<file path="config.mk">
export PLATFORM = sky130hd
export DESIGN_NAME = serial_adder_flat
export DESIGN_NICKNAME = d
export VERILOG_FILES = /design/src/rtl/serial_adder_if.sv /design/src/rtl/serial_adder.sv /design/src/flat_wrapper.sv
export SDC_FILE = /design/constraint.sdc
export NUM_CORES = 1
export LEC_CHECK = 0
export ABC_AREA = 0
export CAP_MARGIN = 20
export CELL_PAD_IN_SITES_DETAIL_PLACEMENT = 1
export CELL_PAD_IN_SITES_GLOBAL_PLACEMENT = 1
export CORE_UTILIZATION = 40
export DETAILED_ROUTE_END_ITERATION = 16
export PLACE_DENSITY_LB_ADDON = 0.1
export RECOVER_POWER = 25
export SETUP_SLACK_MARGIN = 0.5
export SLEW_MARGIN = 40
export SYNTH_ARGS = -nofsm -noshare
export SYNTH_HDL_FRONTEND = slang
export SYNTH_SLANG_ARGS = --single-unit
export TNS_END_PERCENT = 5
</file>
<file path="constraint.sdc">
create_clock -name clk -period 3.6 [get_ports clk]
set_clock_uncertainty 0.05 [all_clocks]
set_input_delay 0.54 -clock clk [delete_from_list [all_inputs] [get_ports clk]]
set_output_delay 0.54 -clock clk [all_outputs]
set_load 0.03 [all_outputs]
</file>
<file path="src/rtl/serial_adder_if.sv">
// Handshake and result bundle for the bit-serial adder: master drives the
// operand stream, slave returns the parallel result and status.
interface serial_adder_if #(
  parameter int WIDTH = 8
) ();
  logic             start;
  logic             c_in;
  logic             bit_valid;
  logic             a_bit;
  logic             b_bit;
  logic [WIDTH-1:0] sum;
  logic             c_out;
  logic             busy;
  logic             done;

  modport master (
    output start, c_in, bit_valid, a_bit, b_bit,
    input  sum, c_out, busy, done
  );

  modport slave (
    input  start, c_in, bit_valid, a_bit, b_bit,
    output sum, c_out, busy, done
  );
endinterface

</file>
<file path="src/rtl/serial_adder.sv">
// Bit-serial adder: LSB-first operand bits are added one per accepted cycle
// and shifted into a parallel result, with a one-cycle done pulse at the end.
//
// state | meaning
// IDLE  | waiting for start; sum/c_out hold the last result
// ADD   | consuming operand bits whenever bit_valid is high
// DONE  | result valid, done high for this single cycle
module serial_adder #(
  parameter int WIDTH = 8
) (
  input  logic          clk,
  input  logic          n_reset,
  serial_adder_if.slave bus
);

  localparam int CW = (WIDTH > 1) ? $clog2(WIDTH) : 1;
  localparam logic [CW-1:0] LAST = CW'(WIDTH - 1);

  generate
    if (WIDTH < 2 || WIDTH > 32) begin : g_bad_width
      $error("serial_adder: WIDTH must be in 2..32");
    end
  endgenerate

  typedef enum logic [1:0] {
    IDLE = 2'd0,
    ADD  = 2'd1,
    DONE = 2'd2
  } state_t;

  state_t           state_q, state_d;
  logic             carry_q, carry_d;
  logic [CW-1:0]    cnt_q, cnt_d;
  logic [WIDTH-1:0] sum_q, sum_d;
  logic             cout_q, cout_d;
  logic             busy_q, busy_d;
  logic             done_q, done_d;

  logic sum_bit;
  logic maj_bit;

  assign sum_bit = bus.a_bit ^ bus.b_bit ^ carry_q;
  assign maj_bit = (bus.a_bit & bus.b_bit) | (bus.a_bit & carry_q) | (bus.b_bit & carry_q);

  always_comb begin
    state_d = state_q;
    carry_d = carry_q;
    cnt_d   = cnt_q;
    sum_d   = sum_q;
    cout_d  = cout_q;
    busy_d  = 1'b0;
    done_d  = 1'b0;

    case (state_q)
      IDLE: begin
        if (bus.start) begin
          carry_d = bus.c_in;
          cnt_d   = '0;
          sum_d   = '0;
          cout_d  = 1'b0;
          state_d = ADD;
          busy_d  = 1'b1;
        end
      end

      ADD: begin
        busy_d = 1'b1;
        if (bus.bit_valid) begin
          carry_d = maj_bit;
          sum_d   = {sum_bit, sum_q[WIDTH-1:1]};
          if (cnt_q == LAST) begin
            // Counter parks at LAST; it is reloaded by the next accepted start.
            cout_d  = maj_bit;
            state_d = DONE;
            done_d  = 1'b1;
          end else begin
            cnt_d = cnt_q + CW'(1);
          end
        end
      end

      DONE: begin
        state_d = IDLE;
      end

      default: begin
        state_d = IDLE;
      end
    endcase
  end

  always_ff @(posedge clk or negedge n_reset) begin
    if (!n_reset) begin
      state_q <= IDLE;
      carry_q <= 1'b0;
      cnt_q   <= '0;
      sum_q   <= '0;
      cout_q  <= 1'b0;
      busy_q  <= 1'b0;
      done_q  <= 1'b0;
    end else begin
      state_q <= state_d;
      carry_q <= carry_d;
      cnt_q   <= cnt_d;
      sum_q   <= sum_d;
      cout_q  <= cout_d;
      busy_q  <= busy_d;
      done_q  <= done_d;
    end
  end

  assign bus.sum   = sum_q;
  assign bus.c_out = cout_q;
  assign bus.busy  = busy_q;
  assign bus.done  = done_q;

endmodule

</file>
<file path="src/flat_wrapper.sv">
// flat-port wrapper written by rule: the top's interface ports become plain ports
module serial_adder_flat 
#(
  parameter int WIDTH = 8
)
  (clk, n_reset, bus_start, bus_c_in, bus_bit_valid, bus_a_bit, bus_b_bit, bus_sum, bus_c_out, bus_busy, bus_done);
  serial_adder_if #(.WIDTH(WIDTH)) bus_i ();
  input  logic clk;
  input  logic n_reset;
  input wire logic [$bits(bus_i.start)-1:0] bus_start;
  input wire logic [$bits(bus_i.c_in)-1:0] bus_c_in;
  input wire logic [$bits(bus_i.bit_valid)-1:0] bus_bit_valid;
  input wire logic [$bits(bus_i.a_bit)-1:0] bus_a_bit;
  input wire logic [$bits(bus_i.b_bit)-1:0] bus_b_bit;
  output wire logic [$bits(bus_i.sum)-1:0] bus_sum;
  output wire logic [$bits(bus_i.c_out)-1:0] bus_c_out;
  output wire logic [$bits(bus_i.busy)-1:0] bus_busy;
  output wire logic [$bits(bus_i.done)-1:0] bus_done;
  assign bus_i.start = bus_start;
  assign bus_i.c_in = bus_c_in;
  assign bus_i.bit_valid = bus_bit_valid;
  assign bus_i.a_bit = bus_a_bit;
  assign bus_i.b_bit = bus_b_bit;
  assign bus_sum = bus_i.sum;
  assign bus_c_out = bus_i.c_out;
  assign bus_busy = bus_i.busy;
  assign bus_done = bus_i.done;
  serial_adder #(.WIDTH(WIDTH)) u_core (.clk(clk), .n_reset(n_reset), .bus(bus_i));
endmodule
</file>
* Word level (Yosys, flattened, before mapping)
Cells that the tools add are included.
** Cells by class
- Reductions and logical operators :: 6
- Equal/unequal tests :: 6
- Muxes and demuxes :: 23
- Bitwise operators :: 7
- Add/sub/neg operators :: 1
** Operators with widths (count)
- $mux W8 :: 2
- $pmux W8 S2 :: 1
- $mux W1 :: 9
- $mux W3 :: 3
- $reduce_and A4 Y1 :: 2
- $mux W2 :: 3
- $ne A2 B2 Y1 const B :: 3
- $pmux W1 S2 :: 3
- $pmux W3 S2 :: 1
- $reduce_and A3 Y1 :: 2
- $pmux W2 S2 :: 1
- $add A3 B1 Y3 const B :: 1
- $and A1 B1 Y1 :: 3
- $eq A3 B3 Y1 const B :: 1
- $eq A2 B1 Y1 const B :: 1
- $logic_not A2 Y1 :: 1
- $ne A2 B1 Y1 const B :: 1
- $or A1 B1 Y1 :: 2
- $reduce_bool A2 Y1 :: 1
- $xor A1 B1 Y1 :: 2
** Storage, ports and cells
- Logic and storage cells :: 50
- Flip-flop bits (word level) :: 17
- Input bits :: 7

* Depth between registers and ports, before layout
- Depth in word-level cells :: 6
- Depth in mapped cells :: 5
- Gate-level depth less buffers :: 5

* Least setup slack after synthesis
No wires, ideal clock.
- Path type :: register to register
- From :: register u_core.cnt_q[0]
- To :: register u_core.cnt_q[1]
- Cell stages (with the launch flop) :: 6
- Clock period less this slack :: 1.503 ns
- Path slack :: 2.097 ns
- Setup time :: 0.121 ns
- Path buffers :: 0
- Arrival time :: 1.332 ns
- Required time :: 3.429 ns
- Path through :: dfrtp_1 -> ha_1 -> ha_1 -> and4bb_2 -> a21oi_1 -> a22o_1
** Between the ends
- Word-level cells in the longest chain between the ends :: 4
- Elaborated cells on any way between the ends :: 7
- Those cells by class :: add/sub: 1; eq/ne: 2; mux: 3; reduce/logical: 1
** Ends and longest elaborated chain
- from (decl) :: RTL line serial_adder.sv:33 : logic [CW-1:0] cnt_q, cnt_d;
- from (signal assigned) :: RTL line serial_adder.sv:104 : cnt_q <= cnt_d;
- $add A3 B1 Y3 :: RTL line serial_adder.sv:77 : cnt_d = cnt_q + CW'(1);
- $mux W3 :: RTL line serial_adder.sv:71 : if (cnt_q == LAST) begin
- $mux W3 :: RTL line serial_adder.sv:68 : if (bus.bit_valid) begin
- $pmux W3 S2 :: RTL line serial_adder.sv:54 : case (state_q)
Parallel ways exist; a longest one is shown, timed or not. The select of a mux whose other input is x is not followed.
A chain may end at the register's enable or synchronous reset.

* Worst setup path in the final report
- From :: register u_core.sum_q[1] (netlist: u_core.bus.sum[1])
- To :: output bus_sum[1]
** RTL lines
- from (decl) :: RTL line serial_adder.sv:34 : logic [WIDTH-1:0] sum_q, sum_d;
- from (signal assigned) :: RTL line serial_adder.sv:105 : sum_q <= sum_d;
- to (decl) :: RTL line flat_wrapper.sv:15 : output wire logic [$bits(bus_i.sum)-1:0] bus_sum;
No word-level cell between the ends.

==> results.md <==
Clock tree:
- After clock tree synthesis, the clock-pin slew on the worst setup and hold paths is 100 ps.
- For the worst-skew pair, the clock arrives at the later sink with an insertion delay of around 280 ps.
- The post-cts repair resize count is 0.
- The number of buffers added to fix hold violations after cts is 0.
- The number of H-tree levels is 1.
- For this design, the sink count on the clock tree is 17.
- The number of clock buffers added by TritonCTS is 3.
- In this run the post-CTS setup repair buffer count came out at 0.
- The library cell used as clock root buffer is sky130_fd_sc_hd__clkbuf_4.
- The clock tree buffer depth is 2.
- The CTS tree is done.

Critical path:
- The cell with the largest stage delay on the worst path is sky130_fd_sc_hd__clkdlybuf4s50_1.
- The worst setup path is captured at an output pin.
- The startpoint of the worst-slack reg-to-reg timing path is u_core.cnt_q[0].
- The required time at the worst-slack endpoint is around 3000 ps.
- Walking the worst path, the cells encountered are clkdlybuf4s50_1.
- The largest fanout on the critical path is 3.
- The critical path is of the reg -> out type.
- The startpoint type of the worst setup path is a flop.
- Data arrives at the worst endpoint at between 1000 and 1500 ps.
- The longest individual stage delay on the worst path is around 690 ps.
- The reg-to-reg endpoint is u_core.cnt_q[2].
- The buffering stage count on the worst path with inverters included is 1.
- The worst register-to-register path has a depth of 5.
- Setup slack on the worst reg-to-reg path comes out at roughly 2000 ps.
- The cell family contributing the most delay on the critical path is buffers and inverters.

Global route:
- The fraction of met2 tracks used by global routing is 0.286.
- The met1 demand-to-capacity share in global routing is 0.229.
- The combined global-route utilization of all metal layers is 0.179.
- The largest net degree at the start of global routing is 18.
- The remaining global-route overflow is 0.
- In this run the most used layer during global routing was met2.
- The met3 routing resource usage after global routing is 0.0357.
- The number of global-route vias before repair is around 570.
- The initial antenna violation count is 0.
- The first global-routing pass estimated ~2600 µm of wire.

Detailed routing:
- The number of vias in the routed layout is approximately 540.
- In this run the remaining antenna-violating nets after routing total 0.
- The number of remaining DRC errors is 0.
- The number of DRC markers after the initial detailed-route iteration is 4.
- The via density per instance is between 5 and 6.
- The first detailed-routing pass ran for 2 iterations.
- The final layout contains routed wiring with a total length of 1430 µm.
- In the final routed layout, each cell accounts on average for around 14 µm.

STA:
- The transition at the pin with the smallest max-transition slack is 887 ps.
- Counting I/O delays and the setup requirement, the final critical path takes ~1900 ps.
- The final-report max-slew violation count was 0.
- The share of the clock period used by the worst path after layout is 0.541.
- Measured against its own limit, the worst slew margin works out to 0.409.
- The sum of negative setup slack is 0 ps.
- Derived from the worst setup path, the maximum achievable clock frequency is approximately 500 MHz.
- Setup violations remaining at the end of the flow were counted as 0.
- Setup repair after global routing left no endpoint under its margin.
- The number of failing hold endpoints at the final stage is 0.

Floorplanning:
- The die area is 0.00207 mm².
- The row count is 15.
- For this configuration, the core starts out at a cell density of 0.433.
- Measured along the y axis, the die boundary spans around 45 µm.
- The core region is between 0.0015 and 0.002 mm².
- From left edge to right edge, the die measures 45.5 µm.
- Pin placement for this block handled 18 I/O pins.

Synth:
- Of all flip-flops after synthesis, the portion carrying an async set or reset was 1.00.
- The number of nets in the synthesized netlist is 71.
- The count of different cell masters after synthesis is 21.
- In this run the cell area of the synthesized design comes to between 700 and 800 µm².
- The count of flip-flops with a built-in enable after synthesis is 0.
- Synthesis produced 61 cells.
- Averaged over all synthesized cells, the footprint is ~12 µm².
- The share of the yosys chip area belonging to registers is 0.563.
- During synthesis, Yosys emitted a total of 0 warnings.
- Counting flops and latches in the post-synthesis netlist gives 17.
- The prevailing post-synth register cell is sky130_fd_sc_hd__dfrtp_1.

Layout:
- The multi-input combinational cell area is 292 µm².
- The combined flip-flop and latch cell area is between 400 and 500 µm².
- The post-synthesis to final-layout area growth is 27.3%.
- The count of filler cells inserted in the layout is 190.
- For this run, the post-layout net count is between 90 and 100.
- The number of antenna diodes in the final layout is 0.
- Of the cells placed in the final design, the portion with a size suffix greater than 1 is 0.0750.

Place:
- The final weighted congestion in routability-driven placement is between 0.6 and 0.7.
- During placement, the flow inserted port buffers numbering 17.
- The wire-length estimate of the detail-placed layout is ~1100 µm.

Power and ir drop:
- The maximum ir drop on the vdd rail is 0.345 mV.
- The power density of the placed cells is approximately 870 mW/mm².
- The overall power consumption is about 840 µW.
- In this run the static leakage power is 0.000450 µW.

Status:
- The flow ran to the end, and the final reports show no timing, DRC or antenna violations.

Min path:
- The min-delay analysis places its worst path in the category in -> async.

Run:
- Across the run, the number of max-cap violations was 0.
## flip-flops by register name, indices dropped and copies added (netlist names)
register,flops
u_core.bus.busy,1
u_core.carry_q,1
u_core.state_q,2
u_core.cnt_q,3
u_core.bus.c_out,1
u_core.bus.done,1
u_core.bus.sum,8
## cells in the final DEF, fill, tap and decap left out, types with 2 or more instances in the layout
cell type	synthesis	final
sky130_fd_sc_hd__a21oi_1	2	2
sky130_fd_sc_hd__a22o_1	10	10
sky130_fd_sc_hd__and2_1	2	2
sky130_fd_sc_hd__clkbuf_4	0	3
sky130_fd_sc_hd__clkdlybuf4s50_1	0	16
sky130_fd_sc_hd__dfrtp_1	17	17
sky130_fd_sc_hd__ha_1	2	2
sky130_fd_sc_hd__inv_1	6	6
sky130_fd_sc_hd__mux2i_1	3	3
sky130_fd_sc_hd__nand2_1	3	3
sky130_fd_sc_hd__nor2_1	3	3
sky130_fd_sc_hd__o21ai_0	2	2
## metal layers
| layer | vias up | wire length, µm | share of wire |
|---|---|---|---|
| li1 | 255 | - | - |
| met1 | 277 | 622 | 0.44 |
| met2 | 10 | 750 | 0.52 |
| met3 | 2 | 42 | 0.029 |
| met4 | 0 | 12 | 0.0084 |
| met5 | - | 0 | 0 |
## worst max path at each step
| stage | start | end | slack [ps] | depth (start not counted) |
|---|---|---|---|---|
| floorplan | u_core.cnt_q[0] | u_core.cnt_q[1] | 2100 | 5 |
| global placement | bus_b_bit | u_core.carry_q | 1570 | 6 |
| detailed placement | bus_b_bit | u_core.carry_q | 1570 | 6 |
| CTS | u_core.bus.sum[1] | bus_sum[1] | 1630 | 1 |
| global route | u_core.bus.sum[5] | bus_sum[5] | 1590 | 1 |
| finish | u_core.bus.sum[1] | bus_sum[1] | 1650 | 1 |
## synthesized netlist by cell type (2+ instances only)
library cell              instances  area [µm²]
sky130_fd_sc_hd__a21oi_1          2        10.0
sky130_fd_sc_hd__a22o_1          10        87.6
sky130_fd_sc_hd__and2_1           2        12.5
sky130_fd_sc_hd__dfrtp_1         17         425
sky130_fd_sc_hd__ha_1             2        25.0
sky130_fd_sc_hd__inv_1            6        22.5
sky130_fd_sc_hd__mux2i_1          3        30.0
sky130_fd_sc_hd__nand2_1          3        11.3
sky130_fd_sc_hd__nor2_1           3        11.3
sky130_fd_sc_hd__o21ai_0          2        10.0
## kinds of logic after synthesis
logic type / synth area share
flops: 0.563
compound gates: 0.172
simple gates: 0.114
fa+ha+maj: 0.0596
buf+inv: 0.0513
mux: 0.0397
## power by group
group / switching, µW / internal, µW / leakage, µW
sequential: 65.1 / 271 / 0.000212
combinational: 214 / 188 / 0.000221
clock: 59.8 / 41.2 / 0.0000177
## final cells by class
cell class	instances	area share
flip-flops and latches	17	0.442
multi-input cells	36	0.303
well taps	25	0.0325
repair buffers	17	0.170
clock buffers	3	0.0234
clock inverters	1	0.00520
inverters	6	0.0234
## metrics by stage
step / setup WS, ps / utilization / cells / instance area (µm²) / hold WS [ps]
after CTS: 1630 / 0.555 / 105 / 968 / 474
after floorplan: 2100 / - / 61 / 756 / 194
after global routing: 1590 / 0.551 / 105 / 962 / 377
final: 1650 / 0.551 / 105 / 962 / 291
after detailed placement: 1570 / 0.539 / 101 / 941 / 440
after global placement: 1570 / 0.539 / 101 / 941 / 440
(Power assumes the default switching activity.)
